### src/rtl/node_injection_port.sv
// Host-side injection stage for a ring node: FIFO-buffered packet build and gapped CS strobes.
// Optional self-addressed request filter enabled by defining INJ_SELF_FILTER_EN.
module node_injection_port #(
    parameter logic [2:0]  NODE_IP    = 3'b000,
    parameter int unsigned FIFO_DEPTH = 4,
    parameter int unsigned INJECT_GAP = 4,
    localparam int unsigned CW        = $clog2(FIFO_DEPTH + 1)
) (
    input  logic          shiftInCLK,
    input  logic          resetN,
    input  logic          hostValid,
    output logic          hostReady,
    input  logic [2:0]    hostDest,
    input  logic [25:0]   hostPayload,
    output logic [31:0]   shiftOutData,
    output logic          shiftOutCS,
    output logic [CW-1:0] fifoCount,
    output logic          selfDrop
);

    localparam int unsigned PW = (FIFO_DEPTH > 1) ? $clog2(FIFO_DEPTH) : 1;

    typedef enum logic [1:0] {StIdle, StSend, StGap} state_e;

    state_e        state;
    logic [3:0]    gap_cnt;
    logic [PW-1:0] wr_ptr;
    logic [PW-1:0] rd_ptr;
    logic [31:0]   mem [FIFO_DEPTH];
    logic          accept;
    logic          push;
    logic          pop;
    logic          is_self;

    assign hostReady = resetN & (fifoCount != CW'(FIFO_DEPTH));
    assign accept    = hostValid & hostReady;

`ifdef INJ_SELF_FILTER_EN
    assign is_self = (hostDest == NODE_IP);

    always_ff @(posedge shiftInCLK or negedge resetN) begin
        if (!resetN) begin
            selfDrop <= 1'b0;
        end else begin
            selfDrop <= accept & is_self;
        end
    end
`else
    assign is_self  = 1'b0;
    assign selfDrop = 1'b0;
`endif

    assign push = accept & ~is_self;
    assign pop  = (state == StIdle) && (fifoCount != '0);

    // Packet storage needs no reset; validity is tracked by fifoCount.
    always_ff @(posedge shiftInCLK) begin
        if (push) begin
            mem[wr_ptr] <= {hostDest, NODE_IP, hostPayload};
        end
    end

    always_ff @(posedge shiftInCLK or negedge resetN) begin
        if (!resetN) begin
            wr_ptr    <= '0;
            rd_ptr    <= '0;
            fifoCount <= '0;
        end else begin
            if (push) begin
                wr_ptr <= wr_ptr + PW'(1);
            end
            if (pop) begin
                rd_ptr <= rd_ptr + PW'(1);
            end
            if (push && !pop) begin
                fifoCount <= fifoCount + CW'(1);
            end else if (pop && !push) begin
                fifoCount <= fifoCount - CW'(1);
            end
        end
    end

    // GAP holds INJECT_GAP-1 cycles so that, with IDLE, strobes recur every INJECT_GAP+1.
    always_ff @(posedge shiftInCLK or negedge resetN) begin
        if (!resetN) begin
            state        <= StIdle;
            gap_cnt      <= '0;
            shiftOutData <= '0;
            shiftOutCS   <= 1'b0;
        end else begin
            unique case (state)
                StIdle: begin
                    if (pop) begin
                        shiftOutData <= mem[rd_ptr];
                        shiftOutCS   <= 1'b1;
                        state        <= StSend;
                    end
                end
                StSend: begin
                    shiftOutCS <= 1'b0;
                    if (INJECT_GAP <= 1) begin
                        state <= StIdle;
                    end else begin
                        gap_cnt <= 4'(INJECT_GAP - 1);
                        state   <= StGap;
                    end
                end
                StGap: begin
                    gap_cnt <= gap_cnt - 4'd1;
                    if (gap_cnt <= 4'd1) begin
                        state <= StIdle;
                    end
                end
                default: begin
                    state <= StIdle;
                end
            endcase
        end
    end

endmodule

### config.mk
export PLATFORM = sky130hd
export DESIGN_NAME = node_injection_port
export DESIGN_NICKNAME = d
export VERILOG_FILES = /design/src/rtl/node_injection_port.sv
export SDC_FILE = /design/constraint.sdc
export NUM_CORES = 1
export LEC_CHECK = 0
export ABC_AREA = 1
export BUFFER_PORTS_ARGS = -buffer_cell sky130_fd_sc_hd__buf_2
export CAP_MARGIN = 0
export CORE_ASPECT_RATIO = 0.6
export CORE_MARGIN = 1.5
export CORE_UTILIZATION = 35
export DETAILED_ROUTE_END_ITERATION = 12
export PLACE_DENSITY = 0.57
export SKIP_LAST_GASP = 1
export SYNTH_ARGS = -nofsm -noshare
export SYNTH_HDL_FRONTEND = slang
export SYNTH_SLANG_ARGS = --single-unit
### constraint.sdc
create_clock -name shiftInCLK -period 2.9 [get_ports shiftInCLK]
set_input_delay 0.435 -clock shiftInCLK [delete_from_list [all_inputs] [get_ports shiftInCLK]]
set_output_delay 0.435 -clock shiftInCLK [all_outputs]
set_load 0.02 [all_outputs]
* Yosys cells after proc, flatten, opt, wreduce, memory -nomap -nowiden
Memory sizes are Yosys's and may differ from the RTL's. A register that Yosys moved wholly into a read port is not among the register bits.
Index checks and enable logic that the tools add are counted.
** Storage, ports and cells
- Bits in writable memories :: 116
- Latch bits :: 0
- Output and inout port bits :: 38
- Bits in read-only memories :: 0
- Input port bits :: 32
- Bits in registers :: 46
- Memories kept :: 1
** Cells by class
- Bitwise gates (word level) :: 2
- Add/sub/neg operators :: 5
- Reduce and logical (&&, ||, !) cells :: 14
- Divide/modulo/power cells :: 0
- Shift-type cells :: 0
- Muxes and demuxes :: 10
- Equality and inequality tests :: 5
- Magnitude comparators :: 1
- $mul :: 0
** Memories
- mem :: words 4, bits a word 29, rd ports 1, clocked after Yosys merged registers in 1, write ports 1, line 29 : logic [31:0] mem [FIFO_DEPTH];
** Operators with widths (number)
- $pmux 4 s2 :: 1
- $mux 3 :: 2
- $pmux 2 s3 :: 1
- $reduce_and 2->1 :: 3
- $reduce_bool 2->1 :: 3
- $add 2x1->2 const B :: 2
- $le 4x1->1 const B :: 1
- $mux 2 :: 2
- $ne 2x2->1 const B :: 2
- $sub 4x1->4 const B :: 1
- $add 3x1->3 const B :: 1
- $logic_and 1x1->1 :: 3
- $logic_not 1->1 :: 3
- $mux 1 :: 3
- $ne 3x3->1 const B :: 1
- $reduce_bool 3->1 :: 1
- $sub 3x1->3 const B :: 1
- $and 1x1->1 :: 2
- $eq 2x1->1 const B :: 1
- $eq 2x2->1 const B :: 1
- $logic_not 2->1 :: 1
- $pmux 1 s2 :: 1

* Depth between registers and ports, before layout
- Depth in word-level cells :: 7
- Mapped depth :: 11
- Depth with buffers taken out :: 11

* Worst setup path before layout
OpenSTA, ideal clock, no wires.
- Path type :: register to register
- Start point :: reg fifoCount[0]
- End point :: mem mem[0][0] (netlist bit) (enable)
- Clock period less this slack :: 2513 ps
- Cell stages (with the launch flop) :: 5
- Path slack :: 387 ps
- Data arrival time :: 2098 ps
- Path through :: dfrtp_1 -> nor2_2 -> nand2_1 -> nand3_1 -> nor2_1
** Between the ends
- Word-level cells in the longest chain between the ends :: 5
** RTL lines
- from (decl) :: line 17 : output logic [CW-1:0] fifoCount,
- from (signal assigned) :: line 76 : fifoCount <= fifoCount + CW'(1);
- from (signal assigned) :: line 78 : fifoCount <= fifoCount - CW'(1);
- $ne 3x3->1 :: line 35 : assign hostReady = resetN & (fifoCount != CW'(FIFO_DEPTH));
- $and 1x1->1 :: line 35
- $and 1x1->1 :: line 36 : assign accept = hostValid & hostReady;
- $mux 1 :: line 58 : if (push) begin
- $mux 1 (implied by the code) :: line 59 : mem[wr_ptr] <= {hostDest, NODE_IP, hostPayload};
- to (decl) :: line 29
No other way between the ends.

* Worst setup path after layout
- Start point :: reg fifoCount[1]
- End point :: reg fifoCount[1]
** Between the ends
- Word-level cells in the longest chain between the ends :: 6
- Elaborated cells on any way between the ends :: 14
- Those cells by class :: add/sub: 2; eq/ne: 1; mux: 2; bitwise: 2; reduce/logical: 7
** RTL lines
- $ne 3x3->1 * :: line 35
- $and 1x1->1 * :: line 35
- $and 1x1->1 * :: line 36
- via accept :: line 30 : logic accept;
- $logic_not 1->1 :: line 77 : end else if (pop && !push) begin
- $logic_and 1x1->1 :: line 77
- $reduce_bool 2->1 (no source line)
The timed path passes the listed nets; every way through them passes the cells marked *. The select of a mux whose other input is x is not followed.
A chain may end at the register's enable or synchronous reset.

==> impl_metrics.toml <==
[status]
outcome = "finished clean"

[die]
die_h_um = 111
rows = 39
num_io_pins = 70
start_util_pct = 35.9
die_w_um = 184
dieArea_um2 = 20400
coreArea_um2 = 19100

[synthesis]
yosys-top-cells-count = "nand2_1 (255), inv_1 (136), edfxtp_1 (116), nand3_1 (65), dfrtp_1 (43)"
ys_warn_count = 0
synth_edf_count = 116
syn_inst = 684
synthFlopType = "edfxtp_1"
syn-mean-instance-area_um2 = 10.0
synth_area_leaders = "edfxtp_1 (51%), dfrtp_1 (16%), nand2_1 (14%)"
yosysMostFrequentCell = "nand2_1"
synth-seq-cells = 159
synth_top_area_cell = "edfxtp_1"
ys_types = 27
async_flop_share_pct = 27.0
ys_seq_area_share_pct = 66.6
yosys.area.top_type_share_pct = 50.9
syn_area_um2 = 6850

[sta]
worst_pin_slew_ns = 0.678
rsz0062_at_grt = "no"
clock_skew_ns = 0.0107
min_period_ns = 2.09
maxClockFrequency_mhz = 478
fin_crit_sh_pct = 72.1
timing.setup.tns_ns = 0
setup_viol = 0
maxSlewViolCount = 0
hold_viol = 0
slew-limit-headroom_pct = 54.8

[cts]
clk_latency_ns = 0.42
cts_buffers = 17
path_clk_slew_ns = 0.06
htree_levels = 4
cts_setup_buffers = 0
cts.sinks = 159
hold_buffers = 0
cts_resized = 0
root_buffer = "clkbuf_16"
clock_path_buffers = 2
cts_tree = "built"

[flow_run]
drv_cap = 0

[worst_setup_path]
cp-end-kind = "register"
crit_arrival_ns = 2.39
path_cells = "nor2_2, nand2_1, nand3_1, buf_4, inv_1, ha_1, inv_1, fa_1, mux2_2"
crit_type = "reg2reg"
startpoint_type = "register"
worst_path_dominant_cell_family = "adder cells"
path_buf_inv = 3
crit_fanout = 7
cp_data_required_time_ns = 3.20
cpPeakStageDelay_ns = 0.43
worst_path_most_repeated_cell = "inv_1"
crit_slowest_cell = "dfrtp_1"

[global_route]
grtUsageTotal_pct = 14.7
grt_pass1_wl_um = 22800
gr-total-overflow = 0
antenna_found_initial = 2
first_global_vias = 4099
grt_max_degree = 60

[drt]
ant_nets = 0
routed_wl_um = 14100
drt_iter0_markers = 248
drcViolationCount = 0
wl_per_cell_um = 13.6
via_per_inst = 4.17
drt_first_pass_iters = 4
num_vias = 4307

[placement]
hpwl_um = 8220
io_buffers = 65
dpl_cell_area_um2 = 7470
gp_congestion = 0.723

[power_and_ir_drop]
ir_drop_uv = 552
p_leak_nw = 3.88
power.density_nw_per_um2 = 1030

[cells_and_area]
final_net_count = 794
finalInstanceArea_um2 = 8060
drive_above_1_share_pct = 15.4
n_fill_cell = 1847
syn_to_final_growth_pct = 17.8

[worst_hold_path]
hp-class = "in2async"
==> layout by cell type (no fill, tap or decap) <==
cell	instances
nand3b_1	1
clkbuf_16	17
nand2_1	255
dfrtp_1	42
edfxtp_1	116
or2_2	1
a21oi_1	1
diode_2	2
a22oi_1	1
inv_6	7
bufinv_16	2
o21ai_0	1
nand2_2	1
fa_1	1
xnor2_1	2
ha_1	10
conb_1	4
clkbuf_1	1
nand3_1	65
inv_1	136
nor2_4	4
dfrtp_2	1
nor2_1	4
buf_4	7
xor2_1	2
clkinv_2	2
a21boi_0	1
and3_1	1
buf_2	65
buf_12	3
mux2_2	1
inv_2	3
o21bai_1	2
clkinvlp_4	3
nor2_2	1
==> where the power goes <==
group          leakage, nW  total, W  internal, W  switching, W
clock network        0.279   0.00223      0.00128      0.000942
registers             1.58   0.00313      0.00293      0.000200
logic                 2.02   0.00293     0.000907       0.00203
total                 3.88   0.00829      0.00512       0.00317
==> state kept, by name, summed over array words and instances (netlist names) <==
register and count:
fifoCount 3, shiftOutData 29, state 2, gap_cnt 4, rd_ptr 2, shiftOutCS 1, wr_ptr 2, mem 116
==> per-stage QoR <==
step	utilization (%)	setup WS, ns	total power [W]	std cells	hold WS (ns)
floorplan	-	0.387	0.00530	687	0.139
global placement	39.2	0.851	0.00614	998	0.458
detailed placement	39.2	0.813	0.00615	998	0.460
CTS	42.2	0.799	0.00840	1030	0.187
global route	42.2	0.693	0.00888	1030	0.213
finish	42.3	0.809	0.00829	1032	0.166
==> layer usage <==
| layer | wire (um) | global-route usage [%] | share of wire (%) |
|---|---|---|---|
| met5 | 0 | 0 | 0 |
| met4 | 94 | 3.66 | 0.67 |
| met3 | 929 | 4.11 | 6.6 |
| met2 | 5890 | 20.9 | 42 |
| met1 | 7170 | 22.0 | 51 |
==> cell type report <==
class / instances / area, um2 / area share, %
Clock inverter: 14 / 154 / 1.91
Inverter: 139 / 522 / 6.47
Multi-Input combinational cell: 359 / 1620 / 20.1
Antenna cell: 2 / 5.00 / 0.0621
Tap cell: 266 / 333 / 4.13
Timing Repair Buffer: 75 / 438 / 5.43
Sequential cell: 159 / 4560 / 56.6
Clock buffer: 18 / 429 / 5.32
==> worst register-to-register path, delay by kind of cell (launching register included) <==
kind | cells | cell delay [ns]
buf+inv | 3 | 0.36
fa+ha+maj | 2 | 0.62
simple gates | 3 | 0.32
mux | 1 | 0.26
flops | 1 | 0.43
==> path summary, 6_finish.rpt <==
path                             startpoint               end  slack [ns]  depth (start not counted)
max                            fifoCount[1]      fifoCount[1]        0.81                          9
min                                  resetN        shiftOutCS        0.17                          2
max reg2reg                    fifoCount[1]      fifoCount[1]        0.81                          9
min reg2reg                shiftOutData[29]  shiftOutData[29]        0.47                          2
max in group asynchronous            resetN         rd_ptr[0]        2.29                          2
min in group shiftInCLK     hostPayload[18]        mem[2][18]        0.22                          1
==> logic make-up after synthesis <==
group                      Yosys count  share of synthesized area [%]
AOI/OAI and AO/OA                    6                          0.585
muxes                                1                          0.164
and+or+nand+nor                    333                           19.6
other                                1                         0.0548
adders and majority gates           11                           2.12
xor gates and xnor gates             4                          0.512
buffers and inverters              169                           10.3
DFF                                159                           66.6
(Power assumes the default switching activity.)
